===== src/rtl/serial_receiver.sv =====
// serial_receiver: 8N1-style asynchronous receiver, MSB-first data bits.
// The line is synchronised, the start bit is confirmed at mid-bit, data
// and stop bits are sampled at one-bit intervals from there, and the
// good byte lands in a single holding register with overrun/frame-error
// status. A bad stop bit parks the FSM until the line returns high, so a
// held-low break cannot start new frames.
//
// state     | meaning
// ----------+--------------------------------------------------------
// IDLE      | line idle, waiting for a falling edge on rx_s
// START     | counting to mid start bit, confirming it is still low
// DATA      | sampling 8 data bits, one per bit period, MSB first
// STOP      | sampling the stop bit; decides good frame / frame error
// WAIT_HIGH | after a bad stop bit, waiting for the line to go high
module serial_receiver #(
    parameter int DELAY_TIME = 104
) (
    input  logic       clock,
    input  logic       reset,
    input  logic       rx_in,
    input  logic       rd,
    output logic [7:0] data_out,
    output logic       rdy,
    output logic       frame_err,
    output logic       overrun,
    output logic       busy
);

    localparam int PERIOD = DELAY_TIME + 2;
    localparam int HALF   = PERIOD / 2;

    localparam logic [9:0] CNT_HALF_END = 10'(HALF - 1);
    localparam logic [9:0] CNT_BIT_END  = 10'(PERIOD - 1);

    typedef enum logic [2:0] {
        S_IDLE,
        S_START,
        S_DATA,
        S_STOP,
        S_WAIT_HIGH
    } state_t;

    state_t      state;
    state_t      state_next;

    logic        sync_1;
    logic        rx_s;
    logic [1:0]  sync_fresh;
    logic        armed;

    logic [9:0]  cnt;
    logic [2:0]  bitn;
    logic [7:0]  shreg;

    logic        half_end;
    logic        bit_end;
    logic        frame_good;
    logic        frame_bad;

    // Two-flop synchroniser; both flops preset high so reset looks like an idle line.
    always_ff @(posedge clock) begin
        if (reset) begin
            sync_1 <= 1'b1;
            rx_s   <= 1'b1;
        end else begin
            sync_1 <= rx_in;
            rx_s   <= sync_1;
        end
    end

    // Arm frame detection only once a genuinely high line has been observed
    // after reset: the forced-high synchroniser contents must first be flushed,
    // otherwise a line that is low at reset release would look like a new start.
    always_ff @(posedge clock) begin
        if (reset) begin
            sync_fresh <= 2'b00;
            armed      <= 1'b0;
        end else begin
            sync_fresh <= {sync_fresh[0], 1'b1};
            if (sync_fresh[1] && rx_s) begin
                armed <= 1'b1;
            end
        end
    end

    assign half_end = (cnt == CNT_HALF_END);
    assign bit_end  = (cnt == CNT_BIT_END);

    // FSM state register.
    always_ff @(posedge clock) begin
        if (reset) begin
            state <= S_IDLE;
        end else begin
            state <= state_next;
        end
    end

    // FSM next-state decode.
    always_comb begin
        state_next = state;
        unique case (state)
            S_IDLE: begin
                if (armed && !rx_s) begin
                    state_next = S_START;
                end
            end
            S_START: begin
                if (half_end) begin
                    state_next = rx_s ? S_IDLE : S_DATA;
                end
            end
            S_DATA: begin
                if (bit_end && (bitn == 3'd7)) begin
                    state_next = S_STOP;
                end
            end
            S_STOP: begin
                if (bit_end) begin
                    state_next = rx_s ? S_IDLE : S_WAIT_HIGH;
                end
            end
            S_WAIT_HIGH: begin
                if (rx_s) begin
                    state_next = S_IDLE;
                end
            end
            default: begin
                state_next = S_IDLE;
            end
        endcase
    end

    // FSM output decode: busy plus the frame-completion strobes.
    always_comb begin
        busy       = (state != S_IDLE);
        frame_good = 1'b0;
        frame_bad  = 1'b0;
        if ((state == S_STOP) && bit_end) begin
            frame_good = rx_s;
            frame_bad  = !rx_s;
        end
    end

    // Bit timing counter, bit index and receive shift register.
    always_ff @(posedge clock) begin
        if (reset) begin
            cnt   <= 10'd0;
            bitn  <= 3'd0;
            shreg <= 8'h00;
        end else begin
            unique case (state)
                S_IDLE: begin
                    cnt  <= 10'd0;
                    bitn <= 3'd0;
                end
                S_START: begin
                    if (half_end) begin
                        cnt  <= 10'd0;
                        bitn <= 3'd0;
                    end else begin
                        cnt <= cnt + 10'd1;
                    end
                end
                S_DATA: begin
                    if (bit_end) begin
                        cnt   <= 10'd0;
                        bitn  <= bitn + 3'd1;
                        shreg <= {shreg[6:0], rx_s};
                    end else begin
                        cnt <= cnt + 10'd1;
                    end
                end
                S_STOP: begin
                    if (bit_end) begin
                        cnt <= 10'd0;
                    end else begin
                        cnt <= cnt + 10'd1;
                    end
                end
                S_WAIT_HIGH: begin
                    cnt <= 10'd0;
                end
                default: begin
                    cnt  <= 10'd0;
                    bitn <= 3'd0;
                end
            endcase
        end
    end

    // Holding register and status flags; a simultaneous read frees the
    // register for the arriving byte, otherwise the new byte is dropped.
    always_ff @(posedge clock) begin
        if (reset) begin
            data_out  <= 8'h00;
            rdy       <= 1'b0;
            frame_err <= 1'b0;
            overrun   <= 1'b0;
        end else if (frame_good) begin
            frame_err <= 1'b0;
            if (!rdy || rd) begin
                data_out <= shreg;
                rdy      <= 1'b1;
                overrun  <= 1'b0;
            end else begin
                overrun <= 1'b1;
            end
        end else begin
            if (frame_bad) begin
                frame_err <= 1'b1;
            end
            if (rd && rdy) begin
                rdy     <= 1'b0;
                overrun <= 1'b0;
            end
        end
    end

endmodule


===== config.mk =====
export PLATFORM = sky130hd
export DESIGN_NAME = serial_receiver
export DESIGN_NICKNAME = d
export VERILOG_FILES = /design/src/rtl/serial_receiver.sv
export SDC_FILE = /design/constraint.sdc
export NUM_CORES = 1
export LEC_CHECK = 0
export ABC_AREA = 1
export CAP_MARGIN = 20
export CORE_MARGIN = 8
export CORE_UTILIZATION = 56
export CTS_CLUSTER_DIAMETER = 60
export CTS_CLUSTER_SIZE = 28
export DETAILED_ROUTE_END_ITERATION = 16
export PLACE_DENSITY = 0.84
export RECOVER_POWER = 25
export SKIP_CTS_REPAIR_TIMING = 1
export SYNTH_ARGS = -nofsm -noshare
export SYNTH_HDL_FRONTEND = slang
export SYNTH_SLANG_ARGS = --single-unit

===== constraint.sdc =====
create_clock -name clock -period 2.23 [get_ports clock]
set_clock_uncertainty 0.1 [all_clocks]
set_input_delay 0.223 -clock clock [delete_from_list [all_inputs] [get_ports clock]]
set_output_delay 0.223 -clock clock [all_outputs]
set_load 0.005 [all_outputs]

==> out/qor_table.md <==
| Metric | This run |
| --- | --- |
| Share of synthesized area occupied by flip-flops and latches | 0.4608 |
| Sort of element at the start of the critical path | flop |
| Number of synthesized flops with an enable pin | 0 |
| CTS HTree Levels | 2 |
| Number of DRC markers after the initial detailed-route iteration | 102 |
| Ports placed on the boundary | 16 |
| Min Tclk post-route | 1.856 ns |
| Antenna diode count | 0 |
| Worst setup EP type | flop |
| Clk root buf | sky130_fd_sc_hd__clkbuf_4 |
| Outcome | finished, final reports clean |
| Setup repair after global routing missed its margin | no |
| Critical path startpoint | state[2] |
| Leading register cell type out of synthesis | sky130_fd_sc_hd__dfxtp_1 |
| Pin count of the biggest net entering global routing | 19 |
| Clock group share of total power | 0.215 |
| Clock tree buffer depth | 2 |
| Cell internal power dissipation | 0.001055 W |
| Initial Util | 0.5788 |
| Power per cell area | 825.4 nW/um2 |
| Launch instance of the worst register-to-register path | state[2] |
| Initial antenna violation count | 0 |
| Die boundary height | 71.71 um |
| Post-synthesis to final-layout area growth | 12.96% |
| Headroom to the max-slew limit | 0.4663 |
| Setup-violating endpoint count in the final report | 0 |
| Routed length per placed instance | 11.27 um |
| Proportion of total power due to net switching | 0.3491 |
| R2R cell count | 6 |
| Total Nets Final | 262 |
| Minimum hold slack | 0.3176 ns |
| Sequential cell area | 800.8 um2 |
| GR Util All Layers | 0.1378 |
| Depth of the worst hold-timing path | 2 |
| Transition time of the tightest slew-check pin | 0.8006 ns |
| FF+latch count, synth | 40 |
| Leakage component of the power | 0.7795 nW |
| Critical path data arrival time | 2.00 ns |
| Num Clock Sinks | 40 |
| Die Area | 5142 um2 |
| Skew-Pair Late Insertion Delay | 0.35 ns |
| Worst min-delay path startpoint | sync_fresh[0] |
| TritonRoute pass-1 iters | 6 |
| Post-detailed-route DRC marker count | 0 |
| Hold Path Class | reg -> reg |
| Wire length of the first global-routing pass | 5692 um |
| Final Hold Violating Endpoints | 0 |
| CTS tree | yes |
| Post-synthesis cell type count | 24 |
| Proportion of power drawn by flip-flops and latches | 0.499 |
| Synthesized netlist net count | 244 |
| Net load switching power | 0.0005656 W |
| Gate Count Post-Synth | 235 |
| Maximum clock rate | 538.7 MHz |
| ANT nets after route | 0 |
| Async S/R FF share, synth | 0 |
| Clock slew at the register clock pins of the worst setup and hold paths | 0.12 ns |
| Placement-stage worst setup slack | 0.4232 ns |
| Ratio of cells with drive above 1 in the final layout | 0.05929 |
| Fillers | 270 |
| Area occupied by multi-input gates | 797.0 um2 |
| Detailed placer's ending HPWL | 2294 um |
| Total number of vias | 1478 |
| Post-Route Setup TNS | 0 ns |
| Area share of the largest cell type after synthesis | 0.4608 |
| Crit path setup slack, layout | 0.3736 ns |
| Die boundary width | 71.71 um |
| Number of max-slew violations in the final report | 0 |
| Detailed Route WL | 3224 um |
| Max IR drop VDD | 0.5059 mV |
| Part of the total power dissipated in combinational logic | 0.286 |
| Core region area | 3003 um2 |
| Biggest area contributors in the synthesized netlist | sky130_fd_sc_hd__dfxtp_1 (46%), sky130_fd_sc_hd__nand2_1 (9.5%), sky130_fd_sc_hd__nor2_1 (6.9%) |
| Critical Setup Path Class | reg -> reg |
| Vias in the first global route | 1354 |
| Total overflow reported by the global router | 0 |
| CP Data Required Time | 2.37 ns |
| Clock buffers created by TritonCTS | 5 |
| Count of warnings emitted by yosys | 0 |
| Placed Instances | 279 |
| Ratio of routed vias to standard cells | 5.168 |
| Number of maximum-capacitance violations | 0 |
| Maximum fanout count along the critical path | 16 |
| Most frequent cells in the layout | sky130_fd_sc_hd__nand2_1 (44), sky130_fd_sc_hd__dfxtp_1 (40), sky130_fd_sc_hd__nor2_1 (32) |
| Share of the clock period used by the worst path after layout | 0.8325 |
| Most frequent standard cell in the layout excluding fill and tap cells | sky130_fd_sc_hd__nand2_1 |
| Average footprint of a synthesized cell | 7.395 um2 |
| Placer congestion estimate | 0.8385 |
| Synthesized area | 1738 um2 |
| Share of the core filled with cells | 0.6538 |
| Placement row count | 20 |
| Port Buffer Count | 15 |
| Final instance count without filler cells | 286 |
| Cell type with the highest aggregate area in the netlist | sky130_fd_sc_hd__dfxtp_1 |
-- critical path: stages, from the launching register on --
cell and delay (ns):
sky130_fd_sc_hd__dfxtp_1 0.39, sky130_fd_sc_hd__nor2_1 0.24, sky130_fd_sc_hd__nand2_1 0.13, sky130_fd_sc_hd__inv_1 0.18, sky130_fd_sc_hd__nand2_1 0.33, sky130_fd_sc_hd__o21ai_0 0.31
sky130_fd_sc_hd__a21oi_1 0.06
-- sequential cells by signal, summed over array words and instances (netlist names) --
signal / cells
armed: 1
rx_s: 1
frame_err: 1
sync_fresh: 2
shreg: 8
state: 3
rdy: 1
sync_1: 1
data_out: 8
cnt: 10
bitn: 3
overrun: 1
-- worst paths after layout --
check                       end  slack, ns
setup / recovery       shreg[3]       0.37
hold / removal    sync_fresh[1]       0.32
setup reg to reg       shreg[3]       0.37
hold reg to reg   sync_fresh[1]       0.32
-- area by class of cell --
cell class              count  share of cell area
well taps                  33             0.02103
repair buffers             16             0.07839
multi-input cells         158              0.4060
clock buffers               5             0.01912
inverters                  32             0.06119
flip-flops and latches     40              0.4079
clock inverters             2            0.006373
-- Yosys cell counts (2+ instances only) --
library cell	instances
sky130_fd_sc_hd__nor2_1	32
sky130_fd_sc_hd__clkbuf_1	3
sky130_fd_sc_hd__nand4_1	4
sky130_fd_sc_hd__o21ai_0	12
sky130_fd_sc_hd__inv_2	2
sky130_fd_sc_hd__dfxtp_1	40
sky130_fd_sc_hd__nand2_1	44
sky130_fd_sc_hd__inv_1	30
sky130_fd_sc_hd__or2_2	2
sky130_fd_sc_hd__nand3_1	17
sky130_fd_sc_hd__xor2_1	3
sky130_fd_sc_hd__a21oi_1	23
sky130_fd_sc_hd__nor3_1	6
sky130_fd_sc_hd__nor3_4	2
sky130_fd_sc_hd__ha_1	5
sky130_fd_sc_hd__a211oi_1	2
-- per-stage QoR --
step | instance area (um2) | power (W)
floorplan | 1738 | 0.001176
global placement | 1917 | 0.001286
detailed placement | 1917 | 0.001290
CTS | 1967 | 0.001640
global route | 1963 | 0.001750
finish | 1963 | 0.001620
-- power by group through the flow --
| stage | sequential, W | clock (W) | combinational [W] |
|---|---|---|---|
| 3_5_place_dp | 0.000827 | 0 | 0.000464 |
| 6_report | 0.000809 | 0.000348 | 0.000463 |
| 2_1_floorplan | 0.000817 | 0 | 0.000359 |
| 3_3_place_gp | 0.000826 | 0 | 0.000460 |
| 5_1_grt | 0.000818 | 0.000395 | 0.000537 |
| 4_1_cts | 0.000810 | 0.000363 | 0.000467 |
-- logic make-up after synthesis --
logic type | Yosys count | synth area share
XOR/XNOR | 4 | 0.02016
AO/OA/AOI/OAI | 38 | 0.1130
AND/OR/NAND/NOR | 111 | 0.2894
buffers and inverters | 37 | 0.08063
flip-flops | 40 | 0.4608
adder cells (fa/ha/maj) | 5 | 0.03600
-- routing by layer --
layer | up-vias | routed length (um) | track usage
met2 | 28 | 1428 | 0.2146
li1 | 785 | - | -
met3 | 6 | 155 | 0.05021
met4 | 0 | 66 | 0.07029
met1 | 659 | 1574 | 0.1617
met5 | - | 0 | 0
No activity file was read; power rests on OpenSTA's default activity.
